`src/rtl/multi_mode_load_counter_if.sv`:
```
// Control/status bundle for multi_mode_load_counter.
// The master drives the counter controls and the slave (the counter) returns
// its count and status flags.
interface multi_mode_load_counter_if #(
    parameter int WIDTH = 4
);
    logic             Enable;
    logic             Up_Down;
    logic             Mode;
    logic             Clear;
    logic             Load_Value_Valid;
    logic [WIDTH-1:0] Load_Value;
    logic [WIDTH-1:0] Count;
    logic             Terminal_Count;
    logic             Wrap;
    logic             Sat;
    logic             Load_Error;

    modport master (
        output Enable, Up_Down, Mode, Clear, Load_Value_Valid, Load_Value,
        input  Count, Terminal_Count, Wrap, Sat, Load_Error
    );

    modport slave (
        input  Enable, Up_Down, Mode, Clear, Load_Value_Valid, Load_Value,
        output Count, Terminal_Count, Wrap, Sat, Load_Error
    );
endinterface

```
`src/rtl/multi_mode_load_counter.sv`:
```
// Up/down counter with a range of 0..MAX_VALUE, selectable wrap or saturate
// behaviour at the limits, synchronous clear and range-checked parallel load.
// Per-edge priority: Rst > Clear > load > count step > hold.
module multi_mode_load_counter #(
    parameter int WIDTH     = 4,
    parameter int MAX_VALUE = 2**WIDTH - 1
) (
    input  logic                     Clk,
    input  logic                     Rst,
    multi_mode_load_counter_if.slave bus
);

    localparam logic [WIDTH-1:0] MAX_V = WIDTH'(MAX_VALUE);
    localparam logic [WIDTH-1:0] ONE   = WIDTH'(1);

    logic [WIDTH-1:0] count_q, count_d;
    logic             wrap_q, wrap_d;
    logic             sat_q, sat_d;
    logic             load_err_q, load_err_d;

    // Next-state: limits are tested explicitly so the count wraps modulo
    // MAX_VALUE+1 rather than relying on WIDTH-bit overflow.
    always_comb begin
        count_d    = count_q;
        wrap_d     = 1'b0;
        sat_d      = 1'b0;
        load_err_d = 1'b0;
        if (bus.Clear) begin
            count_d = '0;
        end else if (bus.Load_Value_Valid) begin
            if (bus.Load_Value > MAX_V) begin
                count_d    = MAX_V;
                load_err_d = 1'b1;
            end else begin
                count_d = bus.Load_Value;
            end
        end else if (bus.Enable) begin
            if (bus.Up_Down) begin
                if (count_q >= MAX_V) begin
                    if (bus.Mode) begin
                        sat_d = 1'b1;
                    end else begin
                        count_d = '0;
                        wrap_d  = 1'b1;
                    end
                end else begin
                    count_d = count_q + ONE;
                end
            end else begin
                if (count_q == '0) begin
                    if (bus.Mode) begin
                        sat_d = 1'b1;
                    end else begin
                        count_d = MAX_V;
                        wrap_d  = 1'b1;
                    end
                end else begin
                    count_d = count_q - ONE;
                end
            end
        end
    end

    // State and flag registers with synchronous reset.
    always_ff @(posedge Clk) begin
        if (Rst) begin
            count_q    <= '0;
            wrap_q     <= 1'b0;
            sat_q      <= 1'b0;
            load_err_q <= 1'b0;
        end else begin
            count_q    <= count_d;
            wrap_q     <= wrap_d;
            sat_q      <= sat_d;
            load_err_q <= load_err_d;
        end
    end

    assign bus.Count          = count_q;
    assign bus.Wrap           = wrap_q;
    assign bus.Sat            = sat_q;
    assign bus.Load_Error     = load_err_q;
    assign bus.Terminal_Count = ( bus.Up_Down && (count_q == MAX_V)) ||
                                (!bus.Up_Down && (count_q == '0));

endmodule

```
`src/flat_wrapper.sv`:
```
// flat-port wrapper written by rule: the top's interface ports become plain ports
module multi_mode_load_counter_flat 
#(
    parameter int WIDTH     = 4,
    parameter int MAX_VALUE = 2**WIDTH - 1
)
  (Clk, Rst, bus_Enable, bus_Up_Down, bus_Mode, bus_Clear, bus_Load_Value_Valid, bus_Load_Value, bus_Count, bus_Terminal_Count, bus_Wrap, bus_Sat, bus_Load_Error);
  multi_mode_load_counter_if #(.WIDTH(WIDTH)) bus_i ();
  input  logic Clk;
  input  logic Rst;
  input wire logic [$bits(bus_i.Enable)-1:0] bus_Enable;
  input wire logic [$bits(bus_i.Up_Down)-1:0] bus_Up_Down;
  input wire logic [$bits(bus_i.Mode)-1:0] bus_Mode;
  input wire logic [$bits(bus_i.Clear)-1:0] bus_Clear;
  input wire logic [$bits(bus_i.Load_Value_Valid)-1:0] bus_Load_Value_Valid;
  input wire logic [$bits(bus_i.Load_Value)-1:0] bus_Load_Value;
  output wire logic [$bits(bus_i.Count)-1:0] bus_Count;
  output wire logic [$bits(bus_i.Terminal_Count)-1:0] bus_Terminal_Count;
  output wire logic [$bits(bus_i.Wrap)-1:0] bus_Wrap;
  output wire logic [$bits(bus_i.Sat)-1:0] bus_Sat;
  output wire logic [$bits(bus_i.Load_Error)-1:0] bus_Load_Error;
  assign bus_i.Enable = bus_Enable;
  assign bus_i.Up_Down = bus_Up_Down;
  assign bus_i.Mode = bus_Mode;
  assign bus_i.Clear = bus_Clear;
  assign bus_i.Load_Value_Valid = bus_Load_Value_Valid;
  assign bus_i.Load_Value = bus_Load_Value;
  assign bus_Count = bus_i.Count;
  assign bus_Terminal_Count = bus_i.Terminal_Count;
  assign bus_Wrap = bus_i.Wrap;
  assign bus_Sat = bus_i.Sat;
  assign bus_Load_Error = bus_i.Load_Error;
  multi_mode_load_counter #(.WIDTH(WIDTH), .MAX_VALUE(MAX_VALUE)) u_core (.Clk(Clk), .Rst(Rst), .bus(bus_i));
endmodule
```
`config.mk`:
```
export PLATFORM = sky130hd
export DESIGN_NAME = multi_mode_load_counter_flat
export DESIGN_NICKNAME = d
export VERILOG_FILES = /design/src/rtl/multi_mode_load_counter_if.sv /design/src/rtl/multi_mode_load_counter.sv /design/src/flat_wrapper.sv
export SDC_FILE = /design/constraint.sdc
export NUM_CORES = 1
export LEC_CHECK = 0
export BUFFER_PORTS_ARGS = -buffer_cell sky130_fd_sc_hd__buf_4
export CORE_AREA = 2 2 39 41
export DETAILED_ROUTE_END_ITERATION = 8
export DIE_AREA = 0 0 41 43
export GPL_ROUTABILITY_DRIVEN = 0
export SLEW_MARGIN = 20
export SYNTH_ARGS = -nofsm -noshare
export SYNTH_HDL_FRONTEND = slang
export SYNTH_SLANG_ARGS = --single-unit
```
`constraint.sdc`:
```
create_clock -name Clk -period 2.4 [get_ports Clk]
set_input_delay 0.12 -clock Clk [delete_from_list [all_inputs] [get_ports Clk]]
set_output_delay 0.12 -clock Clk [all_outputs]
set_load 0.02 [all_outputs]
```
# Word-level counts from Yosys, hierarchy flattened
# Cells that the tools add are included.
[op_classes]
add_sub_neg = 2
mul = 0
n_div = 0
n_lt_le_gt_ge = 2
eq_ne = 3
shifts = 0
mux = 17
n_bitwise = 2
n_reduce_logical = 10
[ops]
columns = ["operator", "n"]
rows = [
  ["4-bit two-way mux", 8],
  ["1-bit two-way mux", 9],
  ["4-bit inequality test, second input constant", 2],
  ["4-bit by 1-bit adder with 4-bit output, second input constant", 1],
  ["4-bit equality test, second input constant", 1],
  ["4-bit >= comparator, second input constant", 1],
  ["4-bit > comparator, second input constant", 1],
  ["4-bit zero test", 1],
  ["4-bit OR reduction", 1],
  ["4-bit by 1-bit subtractor with 4-bit output, second input constant", 1],
  ["3-bit AND reduction", 1],
  ["3-bit OR reduction", 1],
  ["1-bit logical AND", 2],
  ["1-bit inverter", 2],
  ["2-bit nonzero test", 1],
  ["2-bit OR reduction", 1],
  ["1-bit zero test", 1],
  ["1-bit logical OR", 1],
]
[totals]
ff_bits = 7
latch_bits = 0
mem_bits_rw = 0
rom_bits = 0
inputBits = 11
output_inout_bits = 8
word_cells = 40
mem_count = 0

# Depth between registers and ports, before layout
[depth]
ltp_word = 5
depth_mapped = 7
mapped_depth_nobuf = 7

# Least setup slack after synthesis
# OpenSTA, ideal clock, no wires.
[synth_timing]
path_kind = "reg-to-reg"
start = "reg u_core.count_q[0], in the netlist u_core.bus.Count[0]"
end = "reg u_core.count_q[3], in the netlist u_core.bus.Count[3]"
setup_ns = 0.128
arrival_time_ns = 1.533
required_ns = 2.272
path_slack_ns = 0.739
path_stages_with_launch = 8
n_path_buf = 0
period_less_slack_ns = 1.661
cell_sequence = "dfxtp_1 clkinv_1 ha_1 nor4b_2 o21ai_2 nand2_1 a221oi_1 a211oi_1"
[synth_between]
elab_chain_cells = 5
elab_cells_between_ends = 12
classes_between = "add/sub: 2; order compare: 1; eq/ne: 2; mux: 5; reduce/logical: 2"
[synth_lines]
columns = ["item", "line", "text"]
rows = [
  ["from (decl)", "multi_mode_load_counter.sv:16", "logic [WIDTH-1:0] count_q, count_d;"],
  ["from (signal assigned)", "multi_mode_load_counter.sv:72", "count_q <= count_d;"],
  ["4-bit by 1-bit subtractor with 4-bit output, or another cell as far along", "multi_mode_load_counter.sv:58", "count_d = count_q - ONE;"],
  ["4-bit two-way mux (on tied branches)", "multi_mode_load_counter.sv:50, multi_mode_load_counter.sv:39", ""],
  ["4-bit two-way mux", "multi_mode_load_counter.sv:38", "if (bus.Up_Down) begin"],
  ["4-bit two-way mux", "multi_mode_load_counter.sv:37", "end else if (bus.Enable) begin"],
  ["4-bit two-way mux", "multi_mode_load_counter.sv:30", "end else if (bus.Load_Value_Valid) begin"],
]
# Parallel ways exist; a longest one is shown, timed or not. The select of a mux whose other input is x is not followed.
# A chain may end at the register's enable or synchronous reset.

# Worst setup path in the final report
[layout_timing]
start = "reg u_core.count_q[0], in the netlist u_core.bus.Count[0]"
end = "out bus_Terminal_Count"
[layout_between]
elab_chain_cells = 3
elab_cells_between_ends = 5
classes_between = "eq/ne: 1; reduce/logical: 4"
[layout_lines]
columns = ["item", "line", "text"]
rows = [
  ["4-bit equality test / 4-bit zero test (equally long branches)", "multi_mode_load_counter.sv:83, multi_mode_load_counter.sv:84", ""],
  ["1-bit logical AND (on tied branches)", "multi_mode_load_counter.sv:83, multi_mode_load_counter.sv:84", ""],
  ["1-bit logical OR *", "multi_mode_load_counter.sv:83", "assign bus.Terminal_Count = ( bus.Up_Down && (count_q == MAX_V)) ||"],
  ["to (decl)", "flat_wrapper.sv:18", "output wire logic [$bits(bus_i.Terminal_Count)-1:0] bus_Terminal_Count;"],
]
# Every way passes the cells marked *; elsewhere a longest branch is shown, timed or not.

==> reports/qor.yml <==
cts_root_buf: "clkbuf_4"
critPathCaptureType: "output pin"
hold_viol: 0
synth_top_area_cell: "dfxtp_1"
seqCellArea_sq_um: 120
clockPowerShare_pct: 34.5
clk_pin_slew_ns: 0.05
worst-path-max-fanout: 5
drc: 0
maxCapViolCount: 0
slew_violations: 0
crit_path_start_kind: "register"
cts_tree: "done"
leakagePower_uw: 0.000251
multiInputGateArea_sq_um: 248
dp_cells: 81
post-cts-setup-buffer-count: 0
nNetsFinal: 83
synth_edf_count: 0
synth_cells: 49
crit_slowest_cell: "dfxtp_1"
sequentialPowerShare_pct: 39.6
p_int_uw: 197
ys_types: 26
worst_path_largest_cell_delay_ns: 0.39
finalSetupViolations: 0
grt_max_degree: 9
clock_sinks: 6
status: "finished, final reports clean"
synth_common_cells: "6 x dfxtp_1, 6 x nor2_1, 5 x o21ai_0"
htree_levels: 1
globalRouteOverflowTotal: 0
ys.flop_type: "dfxtp_1"
area_growth_pct: 41.3
ys_seq_area_share_pct: 30.5
die-width_microns: 41
vias: 397
finalCritPeriodShare_pct: 72.7
fmax_ghz: 0.574
switchingPower_uw: 80.8
synth-async-reset-ratio_pct: 0
dpl.hpwl_microns: 718
ant_nets: 0
drt-wirelength-per-cell_microns: 10.8
cts_resized: 0
pre_cts_slack_ns: 0.749
n_fill_cell: 153
path_class: "reg2out"
antenna_found_initial: 0
crit_chain: "clkinv_1 -> ha_1 -> nor4b_2 -> or2_1 -> buf_4"
p_sw_share_pct: 29.1
grt_util_all_layers_pct: 12.8
avgSynthCellArea_sq_um: 8.04
insertion_delay_ns: 0.25
antenna_cells: 0
port_buffers: 17
worst_slack_ns: 0.656
drive_gt1_share_pct: 36.8
core.rowCount: 14
cts_buffers: 3
ir_drop_mv: 0.157
grt_setup_unrepaired: "false"
cts.path.max_buffers: 2
drtPass1Iterations: 2
initial_core_util_pct: 28.5
syn_area_sq_um: 394
ctsHoldBuffers: 0
ys_ff_latch: 6
drtIter0Drc: 11
wirelength_microns: 904
fin_worst_skew_ns: 0.00169
die_y_microns: 43
die_area_sq_mm: 0.00176
powerDensity_mw_per_mm2: 499
grt_pass1_wl_mm: 1.52
cp.arrival_ns: 1.62
hold_path_class: "in2reg"
pin_count: 19
synth.top_cell.area_share_pct: 30.5
required_ns: 2.28
combPwrFrac_pct: 25.9
fin_cells: 84
synthTopCellsByArea: "dfxtp_1 30%, xnor2_1 6.7%, ha_1 6.3%"
grt_pass1_vias: 387
fin_crit_ns: 1.74
drt-vias-per-instance: 4.73
synth.net_count: 62
yosysWarnings: 0
final.setup.tns_ns: 0
core_sq_mm: 0.00138
[metal layers]
metal,GRT usage [%],wire length [microns]
met5,0,0
met4,10.0,19
met3,1.57,37
met2,19.4,444
met1,15.1,403
[cells in the final DEF, fill, tap and decap left out, drive strengths merged]
| cell type | synthesis | final |
|---|---|---|
| a211oi | 1 | 1 |
| conb | 1 | 1 |
| nand2 | 2 | 2 |
| and4 | 1 | 1 |
| clkinv | 1 | 1 |
| inv | 4 | 4 |
| a221oi | 1 | 1 |
| o21ai | 6 | 6 |
| ha | 2 | 2 |
| xnor2 | 3 | 3 |
| a31oi | 1 | 1 |
| a21oi | 4 | 4 |
| o41ai | 1 | 1 |
| nor4b | 1 | 1 |
| nor2 | 6 | 6 |
| mux2 | 1 | 1 |
| mux2i | 1 | 1 |
| dfxtp | 6 | 6 |
| nor2b | 1 | 1 |
| clkbuf | 0 | 3 |
| o21bai | 1 | 1 |
| buf | 1 | 17 |
| or2 | 1 | 1 |
| nand3 | 2 | 2 |
[power by group through the flow]
stage               clock network [uW]  logic (uW)  registers, uW
floorplan                            0        39.0            116
global route                       103        79.1            111
finish                            95.8        71.9            110
detailed placement                   0        71.7            112
CTS                               97.9        72.2            110
global placement                     0        72.1            112
[state kept, by name, summed over array words and instances, names as in the netlist]
name and count:
u_core.bus.Wrap 1, u_core.bus.Sat 1, u_core.bus.Count 4
[layout make-up]
cell class / instances / share of cell area (%)
Sequential cell: 6 / 21.6
Inverter: 5 / 3.37
Tap cell: 16 / 3.60
Multi-Input combinational cell: 37 / 44.5
Timing Repair Buffer: 17 / 22.9
Clock buffer: 3 / 4.04
[logic make-up (layout without fill, tap and decap cells)]
| group | count (synthesis) | after routing | share of synthesized area, % |
|---|---|---|---|
| compound gates | 15 | 15 | 23.5 |
| simple gates | 14 | 14 | 20.0 |
| flops | 6 | 6 | 30.5 |
| buf+inv | 6 | 25 | 6.67 |
| xor+xnor | 3 | 3 | 6.67 |
| fa+ha+maj | 2 | 2 | 6.35 |
| mux | 2 | 2 | 5.40 |
| other cells | 1 | 1 | 0.951 |
[stage by stage]
| stage | power [uW] | instance area (sq um) | utilization, % | hold WS (ns) |
|---|---|---|---|---|
| floorplan | 155 | 394 | - | 0.192 |
| global placement | 184 | 534 | 38.6 | 0.308 |
| detailed placement | 184 | 534 | 38.6 | 0.307 |
| CTS | 280 | 557 | 40.2 | 0.0450 |
| global route | 293 | 557 | 40.2 | 0.0724 |
| finish | 278 | 557 | 40.2 | 0.0451 |
[critical path: cells and delay by family (launching register included)]
| kind | cells | cell delay, ns |
|---|---|---|
| and+or+nand+nor | 2 | 0.42 |
| buffers and inverters | 2 | 0.31 |
| adders and majority gates | 1 | 0.25 |
| DFF | 1 | 0.39 |
[worst paths after layout]
check	slack (ns)	cells past startpoint	end	start
setup / recovery	0.66	5	bus_Terminal_Count	u_core.bus.Count[0]
hold / removal	0.05	2	u_core.bus.Wrap	bus_Mode
setup reg to reg	0.78	7	u_core.bus.Count[2]	u_core.bus.Count[0]
hold reg to reg	0.62	2	u_core.bus.Count[1]	u_core.bus.Count[1]
Power figures use the tool's default switching activity.
